## src/rtl/ecr_pkg.sv

```systemverilog
// Shared definitions for the ECR cipher link: field widths, the eight cipher codes, rx state encoding.
// Latency: none (constants only). Backpressure: not applicable.
// Used by both the encoder and decrip_rx/decrip_lut so the code table lives in one place.
package ecr_pkg;

    localparam int ECR_W  = 5;
    localparam int DATA_W = 3;

    localparam logic [ECR_W-1:0] ECR_CODE_0 = 5'd6;
    localparam logic [ECR_W-1:0] ECR_CODE_1 = 5'd5;
    localparam logic [ECR_W-1:0] ECR_CODE_2 = 5'd10;
    localparam logic [ECR_W-1:0] ECR_CODE_3 = 5'd16;
    localparam logic [ECR_W-1:0] ECR_CODE_4 = 5'd1;
    localparam logic [ECR_W-1:0] ECR_CODE_5 = 5'd8;
    localparam logic [ECR_W-1:0] ECR_CODE_6 = 5'd11;
    localparam logic [ECR_W-1:0] ECR_CODE_7 = 5'd20;

    typedef enum logic [1:0] {
        EMPTY  = 2'd0,
        FULL   = 2'd1,
        LOCKED = 2'd2
    } state_t;

endpackage

```

## src/rtl/decrip_lut.sv

```systemverilog
// Inverse cipher table: 5-bit code -> {hit, 3-bit data}; codes outside the table give hit=0, data=0.
// Latency: combinational. Backpressure: none.
module decrip_lut
    import ecr_pkg::*;
(
    input  logic [ECR_W-1:0]  code,
    output logic              hit,
    output logic [DATA_W-1:0] data
);

    always_comb begin
        hit  = 1'b1;
        data = '0;
        unique case (code)
            ECR_CODE_0: data = 3'd0;
            ECR_CODE_1: data = 3'd1;
            ECR_CODE_2: data = 3'd2;
            ECR_CODE_3: data = 3'd3;
            ECR_CODE_4: data = 3'd4;
            ECR_CODE_5: data = 3'd5;
            ECR_CODE_6: data = 3'd6;
            ECR_CODE_7: data = 3'd7;
            default:    hit  = 1'b0;
        endcase
    end

endmodule

```

## src/rtl/decrip_rx.sv

```systemverilog
// ECR receive decoder with one-entry output register, bad-code flagging and lock after ERR_LIMIT bad codes in a row.
// Latency: 1 cycle accept->Dv. Backpressure: ECRr follows Dr while a beat is held, 0 when LOCKED; no bubble on replace.
// Optional saturating bad-code counter on ERRCNT when DECRIP_ERRCNT_EN is defined, else ERRCNT is tied to 0.
module decrip_rx
    import ecr_pkg::*;
#(
    parameter int ERR_LIMIT = 3,
    parameter int ERRCNT_W  = 8
)(
    input  logic                CLK,
    input  logic                RST,
    input  logic [ECR_W-1:0]    ECRi,
    input  logic                ECRv,
    output logic                ECRr,
    output logic [DATA_W-1:0]   Dout,
    output logic                Dv,
    input  logic                Dr,
    output logic                Derr,
    output logic                LOCK,
    input  logic                CLR,
    output logic [ERRCNT_W-1:0] ERRCNT
);

    state_t            state;
    logic [3:0]        err_run;
    logic              hit;
    logic [DATA_W-1:0] lut_dat;
    logic              accept;
    logic              consume;
    logic [4:0]        run_inc;
    logic              lock_hit;

    decrip_lut u_lut (
        .code (ECRi),
        .hit  (hit),
        .data (lut_dat)
    );

    always_comb begin
        ECRr = 1'b0;
        unique case (state)
            EMPTY:   ECRr = 1'b1;
            FULL:    ECRr = Dr;
            default: ECRr = 1'b0;
        endcase
    end

    assign accept   = ECRv && ECRr;
    assign consume  = Dv && Dr;
    assign run_inc  = {1'b0, err_run} + 5'd1;
    assign lock_hit = !hit && (run_inc >= 5'(ERR_LIMIT));

    always_ff @(posedge CLK) begin
        if (RST) begin
            state   <= EMPTY;
            err_run <= '0;
            Dout    <= '0;
            Dv      <= 1'b0;
            Derr    <= 1'b0;
            LOCK    <= 1'b0;
        end else begin
            unique case (state)
                EMPTY, FULL: begin
                    if (accept) begin
                        Dout <= hit ? lut_dat : '0;
                        Derr <= !hit;
                        Dv   <= 1'b1;
                        // CLR beats a simultaneous bad code: the run restarts and no lock is taken
                        if (CLR || hit) begin
                            err_run <= '0;
                            state   <= FULL;
                        end else if (lock_hit) begin
                            err_run <= 4'(ERR_LIMIT);
                            LOCK    <= 1'b1;
                            state   <= LOCKED;
                        end else begin
                            err_run <= run_inc[3:0];
                            state   <= FULL;
                        end
                    end else begin
                        if (CLR)
                            err_run <= '0;
                        if (consume) begin
                            Dv    <= 1'b0;
                            state <= EMPTY;
                        end
                    end
                end
                default: begin
                    if (consume)
                        Dv <= 1'b0;
                    if (CLR) begin
                        LOCK    <= 1'b0;
                        err_run <= '0;
                        state   <= (Dv && !consume) ? FULL : EMPTY;
                    end
                end
            endcase
        end
    end

`ifdef DECRIP_ERRCNT_EN
    always_ff @(posedge CLK) begin
        if (RST)
            ERRCNT <= '0;
        else if (accept && !hit && (ERRCNT != '1))
            ERRCNT <= ERRCNT + ERRCNT_W'(1);
    end
`else
    assign ERRCNT = '0;
`endif

endmodule

```

## config.mk

```make
export PLATFORM = sky130hd
export DESIGN_NAME = decrip_rx
export DESIGN_NICKNAME = d
export VERILOG_FILES = /design/src/rtl/ecr_pkg.sv /design/src/rtl/decrip_lut.sv /design/src/rtl/decrip_rx.sv
export SDC_FILE = /design/constraint.sdc
export NUM_CORES = 1
export LEC_CHECK = 0
export CAP_MARGIN = 20
export CORE_MARGIN = 2
export CORE_UTILIZATION = 47
export CTS_CLUSTER_SIZE = 12
export DETAILED_ROUTE_END_ITERATION = 10
export PLACE_DENSITY_LB_ADDON = 0.12
export SYNTH_ARGS = -nofsm -noshare
export SYNTH_HDL_FRONTEND = slang
export SYNTH_SLANG_ARGS = --single-unit
```

## constraint.sdc

```tcl
create_clock -name CLK -period 4.7 [get_ports CLK]
set_clock_uncertainty 0.1 [all_clocks]
set_input_delay 0.94 -clock CLK [delete_from_list [all_inputs] [get_ports CLK]]
set_output_delay 0.94 -clock CLK [all_outputs]
set_load 0.005 [all_outputs]
```

; Yosys cells after proc, flatten, opt, wreduce, memory -nomap -nowiden
; Index checks and enable logic that the tools add are counted.
[classes]
order_cmp = 1
reduce_logical = 14
n_mux = 24
eq_ne = 13
addsub = 1
[ops]
columns = op, count
row1 = $pmux 3 s7, 1
row2 = $mux 4, 5
row3 = $eq 5x4->1 const B, 3
row4 = $mux 2, 6
row5 = $eq 5x3->1 const B, 2
row6 = $eq 5x5->1 const B, 2
row7 = $mux 1, 10
row8 = $reduce_or 8->1, 1
row9 = $ne 2x2->1 const B, 3
row10 = $add 4x1->5 const B, 1
row11 = $eq 5x1->1 const B, 1
row12 = $ge 5x2->1 const B, 1
row13 = $logic_and 1x1->1, 4
row14 = $reduce_and 2->1, 2
row15 = $reduce_and 4->1, 1
row16 = $mux 3, 1
row17 = $ne 3x3->1 const B, 1
row18 = $eq 2x1->1 const B, 1
row19 = $logic_not 1->1, 2
row20 = $logic_not 2->1, 1
row21 = $pmux 1 s2, 1
row22 = $reduce_bool 2->1, 1
row23 = $reduce_or 2->1, 1
row24 = $logic_or 1x1->1, 1
[word_totals]
ff_bits = 12
inputBits = 10
word_cells = 59

; Depth between registers and ports, before layout
[logic_depth]
ltp_word = 9
depth_mapped = 7
ltp_nobuf = 7

; By module
; From an unflattened synthesis, not the netlist that was laid out.
[unflattened]
hier_cells = 96
hier_area_um2 = 784.5
[by_module_without_submodules]
columns = module, cells_each, instances, area_per_inst_um2, seq_area_each_um2
row1 = decrip_rx, 75, 1, 625.6, 240.2
row2 = decrip_lut, 21, 1, 158.9, 0.0

; Worst setup path after synthesis
; Ideal clock, no wire load.
[synth_timing]
kind = in2out
from = in Dr
to = out ECRr
required_time_ps = 3660
path_stages = 2
path_slack_ps = 2537
arrival_ps = 1123
path_buffers = 0
cell_sequence = inv_1 > a21oi_1
[synth_via]
elab_chain_cells = 1
[synth_lines]
columns = item, line
row1 = start: declaration, decrip_rx.sv:17  ; input logic Dr,
row2 = $pmux 1 s2, decrip_rx.sv:41  ; unique case (state)
row3 = end: declaration, decrip_rx.sv:14  ; output logic ECRr,
; No other way between the ends.

; Worst setup path after layout
; Same ends and word-level chain as after synthesis.

==> metrics <==
outcome=completed; Yosys reg bits=12; clock transition at the registers of the reported paths=60 ps; data required time of the critical path=3660 ps; RSZ-0062 raised after global routing=no; first-pass GRT wire length=2350 um; Power Internal=161 uW; Synth Flop Type=dfxtp_1; # resized after CTS=0; Core Box Area=1490 um^2; post-synth cell types=36; Layout area overhead=20.2%; most area-hungry cell type in the Yosys netlist=dfxtp_1; Leakage Power=0.356 nW; CTS buffer count=3; Worst path max stage delay=520 ps; Hold Vio Cnt, Final=0; crit-path max FO=4; critical path's slowest cell=clkdlybuf4s50_1; Largest delay share family, worst path=buffers and inverters; # nets final=118; Root Driver=clkbuf_4; worst-margin pin slew=851 ps; I/O Buffers=16; Flop pwr share=50.1%; Placement Setup Slack=1490 ps; via count=646; maxcap violations=0; switching pwr=59.0 uW; Crit Reg-Reg Startpoint=err_run[0]; Die Ht=43.8 um; ant diodes=0; Non-Filler Instances=120; final setup violation count=0; setup ws final=1490 ps; Final Cycle Share=68.3%; Tot GR Track Use=16.1%; Comb power frac=22.9%; CP cell instances=clkdlybuf4s50_1 > inv_1 > a21oi_1 > clkdlybuf4s50_1; FF-to-FF path depth=5; Pwr per Cell Area=246 nW/um^2; commonest cells after routing, fill and taps aside=clkdlybuf4s50_1, dfxtp_1, nor2_1, conb_1, a21oi_1; Syn Inst Count=89; filler cell count=143; Worst setup EP type=primary output; max-slew violations=0; asr flop ratio synth=0%; sequential area share after synthesis=32.3%; Fin Setup TNS=0 ps; slew margin rel.=43.0%; fmax=0.312 GHz; CTS tree=built; post-DR vias/cell=5.38; Area contributors post-synth=dfxtp_1, buf_4, a21oi_1; final wirelength=1370 um; clock power share=27.0%; clock tree sinks=12; routability cong.=0.724; R2R Setup Slk=2990 ps; Crit. path cell count=4; Post-synth EDFFs=0; Die X=43.8 um; Site Rows=14; die area=1920 um^2; launch point of the worst path=Dr; Routed wire per std cell=11.4 um; RR Endpoint=err_run[1]; IO Pins=25; largest net degree at the start of global routing=12; post-layout min period=3210 ps; Hold WC Path Type=reg -> reg; Setup Fix Bufs, Post-CTS=0; worst vdd ir=0.125 mV; CTS max path bufs=2; vias in the first global route=542; Critical Path Start Type=input port; CP Class=in -> out; switching share of power=26.8%; initial core utilization=49.9%; fraction of layout cells with a size suffix above 1=10.6%; placed insts=117; placed wire-length estimate=1050 um; Critical path destination=ECRr; drt initial violations=4; commonest non-fill, non-tap cell in the layout=clkdlybuf4s50_1; Routed Antenna Nets=0; cell mode on critical path=clkdlybuf4s50_1; initial antenna violation count=0; Synthesis Warnings=0; CTS Hold Bufs=0; worst skew pair latency=260 ps; Pre-antenna DRT Iters=2; drt drc=0; H-tree Lvls=1; mapped cell area=743 um^2; WP data arrival=2170 ps; Avg Cell Area, Syn=8.35 um^2; gr ovfl total=0; area fraction of the dominant cell type after synthesis=32.3%; Crit path buffers/inverters=3
## state kept, by name, summed over array words and instances (netlist names)
register / cells
Dout: 3
Derr: 1
state: 2
LOCK: 1
Dv: 1
err_run: 4
## area by class of cell
class	count	area, um^2	area share, %
repair buffers	16	160	17.9
flip-flops and latches	12	240	26.9
multi-input cells	67	428	47.9
clock buffers	3	22.5	2.52
inverters	6	22.5	2.52
well taps	16	20.0	2.24
## per-layer routing
metal | track usage, % | wire length [um] | up-vias
met2 | 25.9 | 622 | 20
met3 | 2.50 | 63 | 4
li1 | - | - | 337
met5 | 0 | 0 | -
met4 | 7.27 | 25 | 0
met1 | 21.2 | 655 | 285
## how the worst min path moves through the flow
stage | start | end | slack [ps] | depth (start not counted)
after floorplan | Derr | Derr | 350 | 2
after global routing | LOCK | LOCK | 380 | 2
after CTS | Derr | Derr | 360 | 2
after global placement | Derr | Derr | 350 | 2
after detailed placement | Derr | Derr | 350 | 2
final | Derr | Derr | 360 | 2
## metrics by stage
stage	utilization (%)	cell area, um^2	power [mW]	hold slack (ps)
5_1_grt	60.0	893	0.233	382
6_report	60.0	893	0.220	363
2_1_floorplan	-	769	0.145	353
3_3_place_gp	58.5	871	0.162	346
3_5_place_dp	58.5	871	0.163	354
4_1_cts	60.0	893	0.222	363
## tightest hold or removal path: cells and delay by family (launching register included)
family             cells  cell delay [ps]
and+or+nand+nor        1               50
AOI/OAI and AO/OA      1               50
DFF                    1              310
## logic make-up (layout without fill, tap and decap cells)
logic type               count (synthesis)  in the layout  synth area share (%)
AND/OR/NAND/NOR                         29             29                  20.7
AO/OA/AOI/OAI                           26             26                  26.9
buffers and inverters                   17             25                  13.6
flip-flops                              12             12                  32.3
adder cells (fa/ha/maj)                  2              2                  3.37
other                                    1              8                 0.505
XOR/XNOR                                 1              1                  1.18
multiplexers                             1              1                  1.35
## Yosys cell counts (3+ instances only)
cell / instances
o21ai_0: 3
buf_4: 8
a21oi_1: 7
dfxtp_1: 12
inv_1: 5
a211oi_1: 3
nand2_1: 6
nor2_1: 8
nand3_1: 3
and3_1: 3
## power by group through the flow
| stage | Clock (mW) | Combinational [mW] | Sequential [mW] |
|---|---|---|---|
| 6_report | 0.0594 | 0.0504 | 0.110 |
| 5_1_grt | 0.0664 | 0.0557 | 0.111 |
| 4_1_cts | 0.0613 | 0.0503 | 0.110 |
| 3_5_place_dp | 0 | 0.0501 | 0.113 |
| 3_3_place_gp | 0 | 0.0495 | 0.112 |
| 2_1_floorplan | 0 | 0.0330 | 0.112 |
Power figures use the tool's default switching activity.
